===== config.mk =====
export PLATFORM = sky130hd
export DESIGN_NAME = argmax_stream_flat
export DESIGN_NICKNAME = d
export VERILOG_FILES = /design/src/rtl/argmax_stream_if.sv /design/src/rtl/argmax_stream.sv /design/src/flat_wrapper.sv
export SDC_FILE = /design/constraint.sdc
export NUM_CORES = 1
export LEC_CHECK = 0
export CAP_MARGIN = 20
export CORE_ASPECT_RATIO = 1.25
export CORE_UTILIZATION = 40
export CTS_BUF_LIST = sky130_fd_sc_hd__clkbuf_16
export DETAILED_ROUTE_END_ITERATION = 12
export HOLD_SLACK_MARGIN = 0.06
export PLACE_DENSITY = 0.66
export SETUP_SLACK_MARGIN = 0.5
export SLEW_MARGIN = 20
export SYNTH_ARGS = -nofsm -noshare
export SYNTH_HDL_FRONTEND = slang
export SYNTH_SLANG_ARGS = --single-unit

===== constraint.sdc =====
create_clock -name clk -period 2.83 [get_ports clk]
set_clock_uncertainty 0.15 [all_clocks]
set_input_delay 0.849 -clock clk [delete_from_list [all_inputs] [get_ports clk]]
set_output_delay 0.849 -clock clk [all_outputs]
set_load 0.02 [all_outputs]

===== src/rtl/argmax_stream_if.sv =====
// ---------------------------------------------------------------------------
// argmax_stream_if
// Bundles the frame control, score stream and result/status signals of the
// streaming argmax unit so they travel as a single port.
//
// Signals:
//   start        : single-cycle pulse opening a new frame
//   in_valid     : score present on in_data
//   in_data      : score, DATA_WIDTH bits
//   in_last      : final score of the frame (qualified by in_valid)
//   in_ready     : unit accepts a score this cycle
//   busy         : frame in progress
//   done         : one-cycle pulse, result just committed
//   result_valid : argmax_index/max_score hold a committed result
//   argmax_index : winning class index, IDX_WIDTH bits
//   max_score    : winning score, DATA_WIDTH bits
//   len_error    : last frame's length did not equal the class count
//
// Modports:
//   master : the score producer / result consumer
//   slave  : the argmax unit
// ---------------------------------------------------------------------------
interface argmax_stream_if #(
    parameter int DATA_WIDTH = 32,
    parameter int IDX_WIDTH  = 4
);
    logic                  start;
    logic                  in_valid;
    logic [DATA_WIDTH-1:0] in_data;
    logic                  in_last;
    logic                  in_ready;
    logic                  busy;
    logic                  done;
    logic                  result_valid;
    logic [IDX_WIDTH-1:0]  argmax_index;
    logic [DATA_WIDTH-1:0] max_score;
    logic                  len_error;

    modport master (
        output start, in_valid, in_data, in_last,
        input  in_ready, busy, done, result_valid, argmax_index, max_score, len_error
    );

    modport slave (
        input  start, in_valid, in_data, in_last,
        output in_ready, busy, done, result_valid, argmax_index, max_score, len_error
    );
endinterface


===== src/rtl/argmax_stream.sv =====
// ---------------------------------------------------------------------------
// argmax_stream
// Streaming argmax over one frame of NUM_CLASSES scores. Scores arrive over a
// valid/ready handshake; the unit tracks the running maximum (strictly
// greater wins, so ties keep the lowest index) and publishes the winning
// index and score together with a one-cycle done pulse.
//
// Parameters:
//   DATA_WIDTH  : score width in bits
//   NUM_CLASSES : scores per frame (>= 2)
//   SIGNED      : 1 = two's-complement compare, 0 = unsigned compare
//   IDX_WIDTH   : index/counter width, derived from NUM_CLASSES
//
// Ports:
//   clk   : system clock
//   reset : asynchronous, active-high reset
//   bus   : argmax_stream_if slave modport (stream in, result out)
// ---------------------------------------------------------------------------
module argmax_stream #(
    parameter int DATA_WIDTH  = 32,
    parameter int NUM_CLASSES = 10,
    parameter bit SIGNED      = 1'b1,
    parameter int IDX_WIDTH   = $clog2(NUM_CLASSES)
) (
    input  logic           clk,
    input  logic           reset,
    argmax_stream_if.slave bus
);

    localparam logic [IDX_WIDTH-1:0] LAST_IDX = IDX_WIDTH'(NUM_CLASSES - 1);

    typedef enum logic [1:0] {
        IDLE,
        ACCUM,
        COMMIT
    } state_t;

    state_t                r_state;
    state_t                w_nextState;

    logic [IDX_WIDTH-1:0]  r_count;
    logic [DATA_WIDTH-1:0] r_runMax;
    logic [IDX_WIDTH-1:0]  r_runIdx;
    logic [IDX_WIDTH-1:0]  r_argmaxIndex;
    logic [DATA_WIDTH-1:0] r_maxScore;
    logic                  r_resultValid;
    logic                  r_lenError;

    logic                  w_inReady;
    logic                  w_busy;
    logic                  w_done;
    logic                  w_take;
    logic                  w_atEnd;
    logic                  w_frameEnd;
    logic                  w_greater;
    logic                  w_load;
    logic [DATA_WIDTH-1:0] w_maxNext;
    logic [IDX_WIDTH-1:0]  w_idxNext;

    // A start in ACCUM aborts the frame, so a coincident handshake is
    // dropped rather than counted towards the new frame.
    assign w_take     = bus.in_valid && (r_state == ACCUM) && !bus.start;
    assign w_atEnd    = (r_count == LAST_IDX);
    assign w_frameEnd = bus.in_last || w_atEnd;

    // Running-max candidate for the sample being taken this cycle. The first
    // sample of a frame always loads, independent of the stale run_max.
    always_comb begin
        w_greater = 1'b0;
        if (SIGNED) begin
            w_greater = $signed(bus.in_data) > $signed(r_runMax);
        end else begin
            w_greater = bus.in_data > r_runMax;
        end
        w_load    = (r_count == '0) || w_greater;
        w_maxNext = w_load ? bus.in_data : r_runMax;
        w_idxNext = w_load ? r_count : r_runIdx;
    end

    // State register.
    always_ff @(posedge clk or posedge reset) begin
        if (reset) begin
            r_state <= IDLE;
        end else begin
            r_state <= w_nextState;
        end
    end

    // Next-state and status decode. in_ready depends on state only, so there
    // is no combinational path from in_valid back to in_ready.
    always_comb begin
        w_nextState = r_state;
        w_inReady   = 1'b0;
        w_busy      = 1'b0;
        w_done      = 1'b0;
        case (r_state)
            IDLE: begin
                if (bus.start) begin
                    w_nextState = ACCUM;
                end
            end
            ACCUM: begin
                w_inReady = 1'b1;
                w_busy    = 1'b1;
                if (w_take && w_frameEnd) begin
                    w_nextState = COMMIT;
                end
            end
            COMMIT: begin
                w_done      = 1'b1;
                w_nextState = IDLE;
            end
            default: begin
                w_nextState = IDLE;
            end
        endcase
    end

    // Datapath. The result registers load on the terminating handshake edge,
    // which is the same edge that raises done, so the result and the pulse
    // appear together.
    always_ff @(posedge clk or posedge reset) begin
        if (reset) begin
            r_count       <= '0;
            r_runMax      <= '0;
            r_runIdx      <= '0;
            r_argmaxIndex <= '0;
            r_maxScore    <= '0;
            r_resultValid <= 1'b0;
            r_lenError    <= 1'b0;
        end else begin
            case (r_state)
                IDLE: begin
                    if (bus.start) begin
                        r_count       <= '0;
                        r_runMax      <= '0;
                        r_runIdx      <= '0;
                        r_resultValid <= 1'b0;
                        r_lenError    <= 1'b0;
                    end
                end
                ACCUM: begin
                    if (bus.start) begin
                        r_count  <= '0;
                        r_runMax <= '0;
                        r_runIdx <= '0;
                    end else if (w_take) begin
                        r_runMax <= w_maxNext;
                        r_runIdx <= w_idxNext;
                        if (w_frameEnd) begin
                            r_count       <= '0;
                            r_argmaxIndex <= w_idxNext;
                            r_maxScore    <= w_maxNext;
                            r_resultValid <= 1'b1;
                            r_lenError    <= bus.in_last ^ w_atEnd;
                        end else begin
                            r_count <= r_count + 1'b1;
                        end
                    end
                end
                default: begin
                end
            endcase
        end
    end

    assign bus.in_ready     = w_inReady;
    assign bus.busy         = w_busy;
    assign bus.done         = w_done;
    assign bus.result_valid = r_resultValid;
    assign bus.argmax_index = r_argmaxIndex;
    assign bus.max_score    = r_maxScore;
    assign bus.len_error    = r_lenError;

endmodule

===== src/flat_wrapper.sv =====
// flat-port wrapper written by rule: the top's interface ports become plain ports
module argmax_stream_flat 
#(
    parameter int DATA_WIDTH  = 32,
    parameter int NUM_CLASSES = 10,
    parameter bit SIGNED      = 1'b1,
    parameter int IDX_WIDTH   = $clog2(NUM_CLASSES)
)
  (clk, reset, bus_start, bus_in_valid, bus_in_data, bus_in_last, bus_in_ready, bus_busy, bus_done, bus_result_valid, bus_argmax_index, bus_max_score, bus_len_error);
  argmax_stream_if #(.DATA_WIDTH(DATA_WIDTH), .IDX_WIDTH(IDX_WIDTH)) bus_i ();
  input  logic clk;
  input  logic reset;
  input wire logic [$bits(bus_i.start)-1:0] bus_start;
  input wire logic [$bits(bus_i.in_valid)-1:0] bus_in_valid;
  input wire logic [$bits(bus_i.in_data)-1:0] bus_in_data;
  input wire logic [$bits(bus_i.in_last)-1:0] bus_in_last;
  output wire logic [$bits(bus_i.in_ready)-1:0] bus_in_ready;
  output wire logic [$bits(bus_i.busy)-1:0] bus_busy;
  output wire logic [$bits(bus_i.done)-1:0] bus_done;
  output wire logic [$bits(bus_i.result_valid)-1:0] bus_result_valid;
  output wire logic [$bits(bus_i.argmax_index)-1:0] bus_argmax_index;
  output wire logic [$bits(bus_i.max_score)-1:0] bus_max_score;
  output wire logic [$bits(bus_i.len_error)-1:0] bus_len_error;
  assign bus_i.start = bus_start;
  assign bus_i.in_valid = bus_in_valid;
  assign bus_i.in_data = bus_in_data;
  assign bus_i.in_last = bus_in_last;
  assign bus_in_ready = bus_i.in_ready;
  assign bus_busy = bus_i.busy;
  assign bus_done = bus_i.done;
  assign bus_result_valid = bus_i.result_valid;
  assign bus_argmax_index = bus_i.argmax_index;
  assign bus_max_score = bus_i.max_score;
  assign bus_len_error = bus_i.len_error;
  argmax_stream #(.DATA_WIDTH(DATA_WIDTH), .NUM_CLASSES(NUM_CLASSES), .SIGNED(SIGNED), .IDX_WIDTH(IDX_WIDTH)) u_core (.clk(clk), .reset(reset), .bus(bus_i));
endmodule

==> insert_results.sql, run 1 <==
INSERT INTO impl_metrics (metric_group, metric, value, unit) VALUES
('status', 'outcome', 'finished, violations left', ''),
('status', 'violations', 'setup timing', ''),
('min_path', 'type_of_the_most_critical_hold_path', 'register to register', ''),
('global_route', 'top_usage_layer', 'met2', ''),
('power', 'worst_ir_drop_vdd', '0.3488', 'mV'),
('timing', 'maxSlewHeadroom', '70.11', '%'),
('clocking', 'clock_tree.root_cell', 'sky130_fd_sc_hd__clkbuf_16', ''),
('min_path', 'min_delay_worst_endpoint', 'u_core.bus.result_valid$_DFFE_PP0P_', ''),
('critical_path', 'crit-reg2reg-capture', 'u_core.r_runMax[30]$_DFFE_PP0P_', ''),
('timing', 'fin_crit_sh', '108.1', '%'),
('drt', 'remaining_drc_errors', '0', ''),
('critical_path', 'worstSetupEndpointType', 'register', ''),
('placed_design', 'place_congestion', '0.8403', ''),
('final_layout', 'post_synthesis_to_final_layout_area_growth', '66.97', '%'),
('critical_path', 'r2r.worst_path.cells', '15', ''),
('global_route', 'grt_start_max_net_pins', '81', ''),
('clocking', 'cts.path.max_buffers', '2', ''),
('final_layout', 'antenna-diode-count', '0', ''),
('placed_design', 'dp.final_hpwl', '8364', 'um'),
('synth', 'postSynthCellCount', '450', ''),
('critical_path', 'worst_ep_required_time', '2.90', 'ns'),
('floorplan', 'io_pins', '78', ''),
('critical_path', 'cp.arrival', '3.13', 'ns'),
('synth', 'synth_enable_flop_cells', '0', ''),
('drt', 'viasPerCell', '5.920', ''),
('drt', 'firstDrtPassIters', '5', ''),
('drt', 'detail_route.wl_per_cell', '20.79', 'um'),
('drt', 'ant_nets', '0', ''),
('critical_path', 'setup.worst_path.start_class', 'input pin', ''),
('timing', 'timing.final.crit_period', '3.059', 'ns'),
('timing', 'clock.fmax', '326.9', 'MHz'),
('timing', 'report.final.slew_viol_count', '0', ''),
('global_route', 'globalRouteOverflowTotal', '0', ''),
('floorplan', 'initial_core_util', '41.14', '%'),
('power', 'total_power', '4.457', 'mW'),
('clocking', 'post_cts_hold_buffer_count', '0', ''),
('floorplan', 'die_h', '118.5', 'um'),
('clocking', 'insertion_delay', '0.34', 'ns'),
('floorplan', 'core', '0.01056', 'sq mm'),
('synth', 'synthesis.yosys.warnings', '0', ''),
('job', 'cap_viol_max_count', '0', ''),
('clocking', 'cts_inserted_buffers', '9', ''),
('final_layout', 'nNetsFinal', '671', ''),
('critical_path', 'worst_r2r_startpoint', 'u_core.r_runMax[27]$_DFFE_PP0P_', ''),
('min_path', 'min_path_cells', '2', ''),
('placed_design', 'placement.io_buffers', '77', ''),
('final_layout', 'final_core_util', '68.69', '%'),
('floorplan', 'die_w', '95.23', 'um'),
('power', 'powerDensity', '614.3', 'mW/mm^2'),
('clocking', 'htreeDepth', '3', ''),
('global_route', 'grt_antenna_before_repair', '0', ''),
('global_route', 'global_route_wire_length_before_repair', '22760', 'um'),
('power', 'power.static_leakage', '3.180', 'nW'),
('critical_path', 'path_max_fanout', '5', ''),
('global_route', 'grt_util_all_layers', '26.87', '%'),
('synth', 'ys.flop_type', 'sky130_fd_sc_hd__dfrtp_1', ''),
('clocking', 'cts_tree', 'done', ''),
('global_route', 'first_global_vias', '4523', ''),
('timing', 'tightest_slew', '0.4483', 'ns'),
('synth', 'synth_seq_area_share', '46.07', '%'),
('final_layout', 'drive_above_1_share', '41.03', '%'),
('synth', 'synthesis.nets', '523', ''),
('global_route', 'grt_util_met3', '6.435', '%'),
('timing', 'grt_setup_unrepaired', 'true', ''),
('timing', 'setup_viol_count_final', '72', ''),
('global_route', 'groute.layer.met2.usage', '44.20', '%'),
('floorplan', 'die-area', '0.01129', 'sq mm'),
('clocking', 'cts_num_sinks', '80', ''),
('synth', 'ys_ff_latch', '80', ''),
('drt', 'drt_first_iter_violations', '242', ''),
('timing', 'postLayoutSetupSlackWorst', '-0.2295', 'ns'),
('synth', 'async_flop_share', '100.0', '%'),
('drt', 'drt-total-wl', '15260', 'um'),
('synth', 'synth_cell_types', '41', ''),
('global_route', 'global_route.usage.met1', '31.85', '%'),
('drt', 'vias', '4345', ''),
('synth', 'post_synth.cell_area_avg', '9.656', 'sq um'),
('clocking', 'clk_pin_slew', '0.06', 'ns'),
('placed_design', 'post-place-ws', '-0.8516', 'ns'),
('floorplan', 'row_count', '42', ''),
('critical_path', 'rrSetupSlack', '-0.15', 'ns'),
('min_path', 'worstHoldStart', 'u_core.bus.result_valid$_DFFE_PP0P_', ''),
('critical_path', 'path_class', 'input pin to register', ''),
('synth', 'syn_area', '0.004345', 'sq mm'),
('timing', 'finalHoldViolCount', '0', '');
==> cells in the mapped netlist (all sizes together), types with 4 or more instances <==
cell | count | area, sq um
nor2b | 4 | 25.02
inv | 37 | 138.9
nand4 | 4 | 31.28
nor2 | 42 | 157.7
a22o | 38 | 340.3
nand3 | 8 | 40.04
a21oi | 48 | 251.5
buf | 16 | 128.9
dfrtp | 80 | 2002
a21o | 4 | 31.28
ha | 36 | 450.4
nand2 | 20 | 75.07
a31oi | 34 | 212.7
o21ai | 39 | 195.2
clkbuf | 15 | 56.30
o211ai | 4 | 35.03
==> where the power goes <==
part / internal, mW / total (mW) / leakage, nW / switching [mW]
clock: 0.576 / 1.04 / 0.121 / 0.469
sequential: 1.34 / 1.48 / 1.00 / 0.135
combinational: 0.921 / 1.93 / 2.06 / 1.01
==> cell usage in the layout (no fill, tap or decap), drive strengths merged, types with 2 or more instances in the layout <==
| cell type | count |
|---|---|
| a21o | 4 |
| a21oi | 48 |
| a221o | 2 |
| a22o | 38 |
| a31oi | 34 |
| and2 | 2 |
| and4 | 2 |
| buf | 108 |
| clkbuf | 20 |
| clkdlybuf4s15 | 3 |
| clkdlybuf4s50 | 23 |
| clkinv | 5 |
| clkinvlp | 2 |
| dfrtp | 80 |
| dlygate4sd2 | 6 |
| dlymetal6s2s | 17 |
| ha | 36 |
| inv | 36 |
| nand2 | 20 |
| nand3 | 8 |
| nand4 | 4 |
| nor2 | 42 |
| nor2b | 4 |
| nor4 | 2 |
| o211ai | 4 |
| o21ai | 39 |
| or2 | 2 |
==> through the flow <==
stage,instances,cell area [sq um],hold WS [ns],setup TNS (ns)
6_report,734,7256,0.3298,-10.56
5_1_grt,734,7256,0.3560,-15.28
4_1_cts,727,6874,0.3370,-5.899
3_5_place_dp,688,5871,0.3230,-56.76
3_3_place_gp,688,5871,0.3211,-54.07
2_1_floorplan,450,4656,0.3134,-1.471
==> registers in the layout, indices dropped and copies added (netlist names) <==
| register | count |
|---|---|
| u_core.bus.len_error | 1 |
| u_core.bus.result_valid | 1 |
| u_core.r_state | 2 |
| u_core.bus.argmax_index | 4 |
| u_core.bus.max_score | 32 |
| u_core.r_runIdx | 4 |
| u_core.r_runMax | 32 |
| u_core.r_count | 4 |
==> final cells by class <==
class	count	area [sq um]
well taps	132	165.2
repair buffers	168	1818
fillers	749	3307
multi-input cells	302	2875
clock inverters	6	27.53
flip-flops and latches	80	2002
inverters	37	142.6
clock buffers	9	225.2
==> worst max-delay path: stages <==
cell                        delay [ns]
sky130_fd_sc_hd__buf_6            0.10
sky130_fd_sc_hd__ha_4             0.23
sky130_fd_sc_hd__nand4_1          0.15
sky130_fd_sc_hd__buf_4            0.14
sky130_fd_sc_hd__buf_6            0.09
sky130_fd_sc_hd__buf_6            0.10
sky130_fd_sc_hd__nor2_4           0.04
sky130_fd_sc_hd__a221oi_4         0.32
sky130_fd_sc_hd__nand3_4          0.14
sky130_fd_sc_hd__o211ai_4         0.27
sky130_fd_sc_hd__buf_6            0.14
sky130_fd_sc_hd__a21oi_4          0.06
sky130_fd_sc_hd__buf_6            0.14
sky130_fd_sc_hd__clkbuf_16        0.15
sky130_fd_sc_hd__a22o_1           0.22
==> layer usage <==
layer	share of wire, %	wire, um
met5	0	0
met4	4.4	668
met3	5.6	862
met2	51	7857
met1	38	5869
==> cells by family after synthesis <==
logic type                 count (synthesis)  synth area share (%)
AOI/OAI and AO/OA                        177                 26.58
adders and majority gates                 36                 10.37
muxes                                      1                0.2591
DFF                                       80                 46.07
and+or+nand+nor                           88                 9.271
buffers and inverters                     68                 7.458
==> how the worst max path moves through the flow <==
stage | depth (start not counted) | endpoint | slack (ns) | from
after detailed placement | 10 | u_core.bus.max_score[14]$_DFFE_PP0P_ | -0.85 | bus_in_data[5]
final | 15 | u_core.r_runMax[30]$_DFFE_PP0P_ | -0.23 | bus_in_data[25]
after floorplan | 10 | u_core.r_runIdx[0]$_DFFE_PP0P_ | -0.06 | bus_in_data[26]
after global placement | 10 | u_core.bus.max_score[17]$_DFFE_PP0P_ | -0.83 | bus_in_data[5]
after CTS | 10 | u_core.r_runIdx[3]$_DFFE_PP0P_ | -0.13 | bus_in_data[26]
after global routing | 15 | u_core.r_runMax[19]$_DFFE_PP0P_ | -0.28 | bus_in_data[25]
==> timing repair <==
| action | in CTS | in global routing |
|---|---|---|
| pin swaps | 74 | 68 |
| resized for setup | 200 | 132 |
| hold endpoints to repair | 0 | 0 |
| endpoints found under the setup margin | 79 | 91 |
| gates cloned | 10 | 2 |
| buffers inserted | 14 | 5 |
No activity file was read; power rests on OpenSTA's default activity.
==> run 2, diff against run 1 <==
--- a/config.mk
+++ b/config.mk
@@ -9,8 +9,9 @@
 export CORE_ASPECT_RATIO = 1.25
 export CORE_UTILIZATION = 40
 export CTS_BUF_LIST = sky130_fd_sc_hd__clkbuf_16
+export CTS_CLUSTER_DIAMETER = 40
 export DETAILED_ROUTE_END_ITERATION = 12
-export HOLD_SLACK_MARGIN = 0.06
+export HOLD_SLACK_MARGIN = 0.02
 export PLACE_DENSITY = 0.66
 export SETUP_SLACK_MARGIN = 0.5
 export SLEW_MARGIN = 20
==> results of run 2 <==
The final DEF is identical to that of run 1; final timing and power are the same.
